===== src/rtl/int_mult_pkg.sv =====
// Shared definitions for the FFT/NTT multiplier-pool arbiter and the pool wrapper.
// Holds the grant-state encoding, the default pool latency and the result tag layout.
package int_mult_pkg;

    typedef enum logic [1:0] {
        IDLE = 2'd0,
        FFT  = 2'd1,
        NTT  = 2'd2
    } arb_state_e;

    localparam int MULT_LATENCY_DEFAULT = 6;
    localparam int BURST_W              = 8;

    // One tag per in-flight pool slot: which client the eventual result belongs to.
    typedef struct packed {
        logic fft;
        logic ntt;
    } res_tag_t;

endpackage


===== src/rtl/tag_delay_line.sv =====
// Ownership tags travelling alongside the multiplier pipeline; the tag leaving the
// last stage marks which client the pool result belongs to.
module tag_delay_line
    import int_mult_pkg::*;
#(
    parameter int DEPTH = MULT_LATENCY_DEFAULT
) (
    input  logic     clk,
    input  logic     rst,
    input  res_tag_t tag_in,
    output res_tag_t tag_out,
    output logic     busy
);

    res_tag_t [DEPTH-1:0] vld_pipe_q;
    res_tag_t [DEPTH-1:0] vld_pipe_d;

    always_comb begin
        vld_pipe_d    = vld_pipe_q;
        vld_pipe_d[0] = tag_in;
        for (int i = 1; i < DEPTH; i++) begin
            vld_pipe_d[i] = vld_pipe_q[i-1];
        end
    end

    // Clearing every stage on reset is what discards in-flight operations.
    always_ff @(posedge clk) begin
        if (rst) begin
            vld_pipe_q <= '0;
        end else begin
            vld_pipe_q <= vld_pipe_d;
        end
    end

    assign tag_out = vld_pipe_q[DEPTH-1];
    assign busy    = |vld_pipe_q;

endmodule


===== src/rtl/int_mult_arbiter.sv =====
// Two-client (FFT/NTT) arbiter for a shared pipelined multiplier pool with
// burst-limited fairness and result-ownership tracking.
module int_mult_arbiter
    import int_mult_pkg::*;
#(
    parameter int MULT_LATENCY = MULT_LATENCY_DEFAULT,
    parameter int MAX_BURST    = 4
) (
    input  logic clk,
    input  logic rst,
    input  logic fft_req,
    input  logic fft_issue,
    input  logic ntt_req,
    input  logic ntt_issue,
    output logic grant_to_fft,
    output logic fft_gnt,
    output logic ntt_gnt,
    output logic fft_res_valid,
    output logic ntt_res_valid,
    output logic busy,
    output logic protocol_err
);

    localparam logic [BURST_W-1:0] BURST_LAST = BURST_W'(MAX_BURST - 1);

    arb_state_e         state_q, state_d;
    logic [BURST_W-1:0] burst_cnt_q, burst_cnt_d;
    logic               prefer_fft_q, prefer_fft_d;
    logic               grant_q, grant_d;
    logic               perr_q, perr_d;

    logic     fft_own, ntt_own;
    res_tag_t tag_in, tag_out;
    logic     line_busy;

    assign fft_own = (state_q == FFT);
    assign ntt_own = (state_q == NTT);

    always_comb begin
        state_d = state_q;
        unique case (state_q)
            IDLE: begin
                if (fft_req && ntt_req) begin
                    state_d = prefer_fft_q ? FFT : NTT;
                end else if (fft_req) begin
                    state_d = FFT;
                end else if (ntt_req) begin
                    state_d = NTT;
                end
            end
            FFT: begin
                if (!fft_req) begin
                    state_d = ntt_req ? NTT : IDLE;
                end else if (ntt_req && burst_cnt_q == BURST_LAST) begin
                    state_d = NTT;
                end
            end
            NTT: begin
                if (!ntt_req) begin
                    state_d = fft_req ? FFT : IDLE;
                end else if (fft_req && burst_cnt_q == BURST_LAST) begin
                    state_d = FFT;
                end
            end
            default: state_d = IDLE;
        endcase
    end

    always_comb begin
        burst_cnt_d = burst_cnt_q;
        if (state_d != state_q) begin
            burst_cnt_d = '0;
        end else if (state_q != IDLE && burst_cnt_q != BURST_LAST) begin
            burst_cnt_d = burst_cnt_q + 1'b1;
        end
    end

    // The client served this cycle loses priority at the next two-way tie in IDLE.
    always_comb begin
        prefer_fft_d = prefer_fft_q;
        if (fft_own) begin
            prefer_fft_d = 1'b0;
        end else if (ntt_own) begin
            prefer_fft_d = 1'b1;
        end
    end

    // Mux select follows the next owner so it lines up with the registered grant;
    // in IDLE it keeps pointing at whoever had the pool last.
    always_comb begin
        grant_d = grant_q;
        if (state_d == FFT) begin
            grant_d = 1'b1;
        end else if (state_d == NTT) begin
            grant_d = 1'b0;
        end
    end

    always_comb begin
        perr_d = perr_q | (fft_issue & ~fft_own) | (ntt_issue & ~ntt_own);
    end

    always_ff @(posedge clk) begin
        if (rst) begin
            state_q      <= IDLE;
            burst_cnt_q  <= '0;
            prefer_fft_q <= 1'b1;
            grant_q      <= 1'b0;
            perr_q       <= 1'b0;
        end else begin
            state_q      <= state_d;
            burst_cnt_q  <= burst_cnt_d;
            prefer_fft_q <= prefer_fft_d;
            grant_q      <= grant_d;
            perr_q       <= perr_d;
        end
    end

    // Only issues from the current owner enter the pipeline; the rest are dropped.
    assign tag_in.fft = fft_issue & fft_own;
    assign tag_in.ntt = ntt_issue & ntt_own;

    tag_delay_line #(
        .DEPTH (MULT_LATENCY)
    ) u_tag_delay_line (
        .clk     (clk),
        .rst     (rst),
        .tag_in  (tag_in),
        .tag_out (tag_out),
        .busy    (line_busy)
    );

    // Outputs are forced to their reset values while rst is held, including the
    // first reset cycle before the registers have cleared.
    assign grant_to_fft  = grant_q & ~rst;
    assign fft_gnt       = fft_own & ~rst;
    assign ntt_gnt       = ntt_own & ~rst;
    assign fft_res_valid = tag_out.fft & ~rst;
    assign ntt_res_valid = tag_out.ntt & ~rst;
    assign busy          = line_busy & ~rst;
    assign protocol_err  = perr_q & ~rst;

endmodule


===== config.mk =====
export PLATFORM = sky130hd
export DESIGN_NAME = int_mult_arbiter
export DESIGN_NICKNAME = d
export VERILOG_FILES = /design/src/rtl/int_mult_pkg.sv /design/src/rtl/tag_delay_line.sv /design/src/rtl/int_mult_arbiter.sv
export SDC_FILE = /design/constraint.sdc
export NUM_CORES = 1
export LEC_CHECK = 0
export CORE_UTILIZATION = 59
export DETAILED_ROUTE_END_ITERATION = 8
export PLACE_DENSITY = 0.84
export SYNTH_ARGS = -nofsm -noshare
export SYNTH_HDL_FRONTEND = slang
export SYNTH_SLANG_ARGS = --single-unit

===== constraint.sdc =====
create_clock -name clk -period 4.5 [get_ports clk]
set_input_delay 0.675 -clock clk [delete_from_list [all_inputs] [get_ports clk]]
set_output_delay 0.675 -clock clk [all_outputs]
set_load 0.1 [all_outputs]

==> results.yml <==
clock_tree:
  clock_sinks: 25
  cts.clk_slew.worst_paths_ns: 0.14
  ctsHoldBuffers: 0
  h_tree_depth: 1
  maximum_number_of_buffers_from_clock_root_to_sink: 2
  clock_tree_root_driver_cell: "clkbuf_4"
  postCtsSetupRepairBufs: 0
  worstSkewPairLatency_ns: 0.32
  numCtsBuffers: 3
  tritoncts_clock_tree: "yes"
  cts-resized-gates: 0
timing:
  maxSlewHeadroom: 0.499
  setup_total_negative_slack_ns: 0
  max_slew.worst_pin.slew_ns: 0.749
  max_freq_mhz: 357
  setup_viol: 0
  worst_clock_skew_ns: 0.00782
  grt_setup_unrepaired: "false"
  slew_violations: 0
  hold_viol_final: 0
  fin_crit_sh: 0.622
  finalWorstPathRequiredPeriod_ns: 2.80
routing:
  wirelength_um: 2460
  routedWlPerCell_um: 14.1
  detail_routed_via_count_per_cell: 6.02
  via_count_of_the_routed_design: 1047
  drt-initial-drc-count: 38
  first_pass_iters: 5
  drtAntennaViolNets: 0
  drt_drc_violations_left: 0
logic_synthesis:
  syn-instance-count: 136
  portion_of_the_post_synthesis_area_used_by_sequential_elements: 0.394
  yosysWarnings: 0
  synth-async-reset-ratio: 0
  synth_xor_area_frac: 0.0413
  dominantRegCellSynth: "dfxtp_1"
  post_synth_mux_area_share: 0.0344
  synthesized_area_fraction_occupied_by_adder_cells: 0.0591
  syn_nets: 148
  fraction_of_the_mapped_netlist_area_in_compound_gates: 0.157
  synth.ff_latch_count: 25
  synth_edf_count: 0
  synth_top_family_by_area: "simple AND/OR/NAND/NOR gates"
  synthesis.area_per_instance_um2: 9.35
  yosys.cell_types.count: 40
  synth.cell_area_um2: 1270
  post_synth_and_or_nand_nor_area_fraction: 0.271
global_routing:
  antenna_found_initial: 0
  overflow: 0
  grt_start_max_net_pins: 25
  grt_use_total: 0.245
  grt_pass1_vias: 1004
  grt_pass1_wl_um: 4430
final_layout:
  final_cells: 174
  final-seq-area_um2: 500
  layout_net_count: 160
  post_route_cells_drive_above_1_share: 0.116
  layout.core_utilization: 0.702
  multi_input_comb_area_um2: 716
  layout_common_cells: "25 x dfxtp_1, 15 x nor2b_1, 15 x nor2_1, 7 x o2111ai_1, 7 x buf_4"
  num_antenna_cells: 0
  syn2layout_area_growth_pct: 10.5
  mostFrequentLayoutCell: "dfxtp_1"
  final.fill_count: 163
power_and_ir_drop:
  power.ir.vdd_worst_uv: 216
  power.leakage_nw: 0.543
  total_power_mw: 0.450
  power_per_cell_area_nw_per_um2: 321
placed_design:
  dp.cells: 170
  post-dp-hpwl_um: 1760
  routabilityCongestion: 0.918
  numPortBuffers: 12
critical_path:
  crit_start: "rst"
  largest_fanout_on_the_critical_path: 24
  r2r_setup_slack_ns: 1.82
  rr_startpoint: "state_q[0]$_SDFF_PP0_"
  cp-endpoint: "busy"
  critPathKind: "primary input to output pin"
  r2r-end: "grant_q$_SDFFE_PP0P_"
  ff2ff_path_depth: 8
  cp.arrival_ns: 2.13
  cp-start-kind: "primary input"
  worstPathRequired_ns: 3.83
  setup.worst_path.end_class: "output pin"
floorplan:
  die_width_um: 48.4
  start_util: 0.635
  fp.dieH_um: 48.4
  die_area_um2: 2340
  design.core.area_um2: 2000
  io_pins: 13
  rows: 16
outcome:
  status: "complete, no violations"
run:
  max_cap_viol_count: 0
worst_hold_path:
  min_delay_path_class: "flip-flop to flip-flop"
power breakdown:
group / total [mW] / internal (mW) / leakage [nW] / switching (mW)
Combinational: 0.108 / 0.0368 / 0.327 / 0.0717
Clock: 0.103 / 0.0340 / 0.0139 / 0.0689
Sequential: 0.239 / 0.229 / 0.203 / 0.00965
Total: 0.450 / 0.300 / 0.543 / 0.150
Yosys cell counts (2+ instances only):
master,n,share of area
nand2b_1,4,0.020
o2111ai_1,7,0.048
xor2_1,2,0.014
o21ai_0,3,0.012
and2_1,2,0.0098
ha_1,6,0.059
nand2_1,2,0.0059
a21oi_1,5,0.020
mux2i_1,3,0.024
nor4_1,3,0.015
nor2_1,15,0.044
nand4b_1,2,0.014
dfxtp_1,25,0.39
nor2b_1,15,0.074
inv_1,6,0.018
nor3_1,2,0.0079
clkbuf_1,3,0.0089
nand3_1,4,0.016
xnor2_1,4,0.028
a31oi_1,3,0.015
final cells by class:
cell class,instances,area share
flip-flops and latches,25,0.356
multi-input cells,100,0.509
clock buffers,3,0.0160
well taps,27,0.0240
repair buffers,12,0.0730
clock inverters,1,0.00534
inverters,6,0.0160
how the worst min path moves through the flow:
stage                                         startpoint                                         end  cells after the start
3_5_place_dp   u_tag_delay_line.vld_pipe_d[9]$_SDFF_PP0_  u_tag_delay_line.vld_pipe_d[11]$_SDFF_PP0_                      1
4_1_cts        u_tag_delay_line.vld_pipe_d[9]$_SDFF_PP0_  u_tag_delay_line.vld_pipe_d[11]$_SDFF_PP0_                      1
5_1_grt        u_tag_delay_line.vld_pipe_d[9]$_SDFF_PP0_  u_tag_delay_line.vld_pipe_d[11]$_SDFF_PP0_                      1
3_3_place_gp   u_tag_delay_line.vld_pipe_d[6]$_SDFF_PP0_   u_tag_delay_line.vld_pipe_d[8]$_SDFF_PP0_                      1
2_1_floorplan                          perr_q$_SDFF_PP0_                           perr_q$_SDFF_PP0_                      2
6_report       u_tag_delay_line.vld_pipe_d[2]$_SDFF_PP0_   u_tag_delay_line.vld_pipe_d[4]$_SDFF_PP0_                      1
sequential cells by signal, summed over array words and instances (netlist names):
| register | cells |
|---|---|
| u_tag_delay_line.tag_out | 2 |
| prefer_fft_q | 1 |
| u_tag_delay_line.vld_pipe_d | 10 |
| perr_q | 1 |
| grant_q | 1 |
| burst_cnt_q | 8 |
| state_q | 2 |
routing by layer:
metal | track usage | share of wire | up-vias
li1 | - | - | 514
met1 | 0.315 | 0.46 | 484
met2 | 0.411 | 0.46 | 42
met3 | 0.0377 | 0.063 | 7
met4 | 0.103 | 0.020 | 0
met5 | 0 | 0 | -
logic make-up (layout without fill, tap and decap cells):
| logic type | count (synthesis) | after routing |
|---|---|---|
| buf+inv | 11 | 22 |
| compound gates | 27 | 27 |
| fa+ha+maj | 6 | 6 |
| flops | 25 | 25 |
| simple gates | 57 | 57 |
| xor+xnor | 6 | 6 |
| mux | 4 | 4 |
per-stage QoR:
stage                     hold slack, ns  instance area [µm²]  worst slack (ns)
after floorplan                    0.438                 1270              1.42
after global placement             0.444                 1380              1.58
after detailed placement           0.455                 1380              1.53
after CTS                          0.475                 1410              1.71
after global routing               0.490                 1410              1.53
final                              0.473                 1410              1.70
worst max-delay path, stage by stage:
cell and delay (ns):
clkdlybuf4s50_1 0.80, a31oi_1 0.32, buf_4 0.33
No activity file was read; power rests on OpenSTA's default activity.
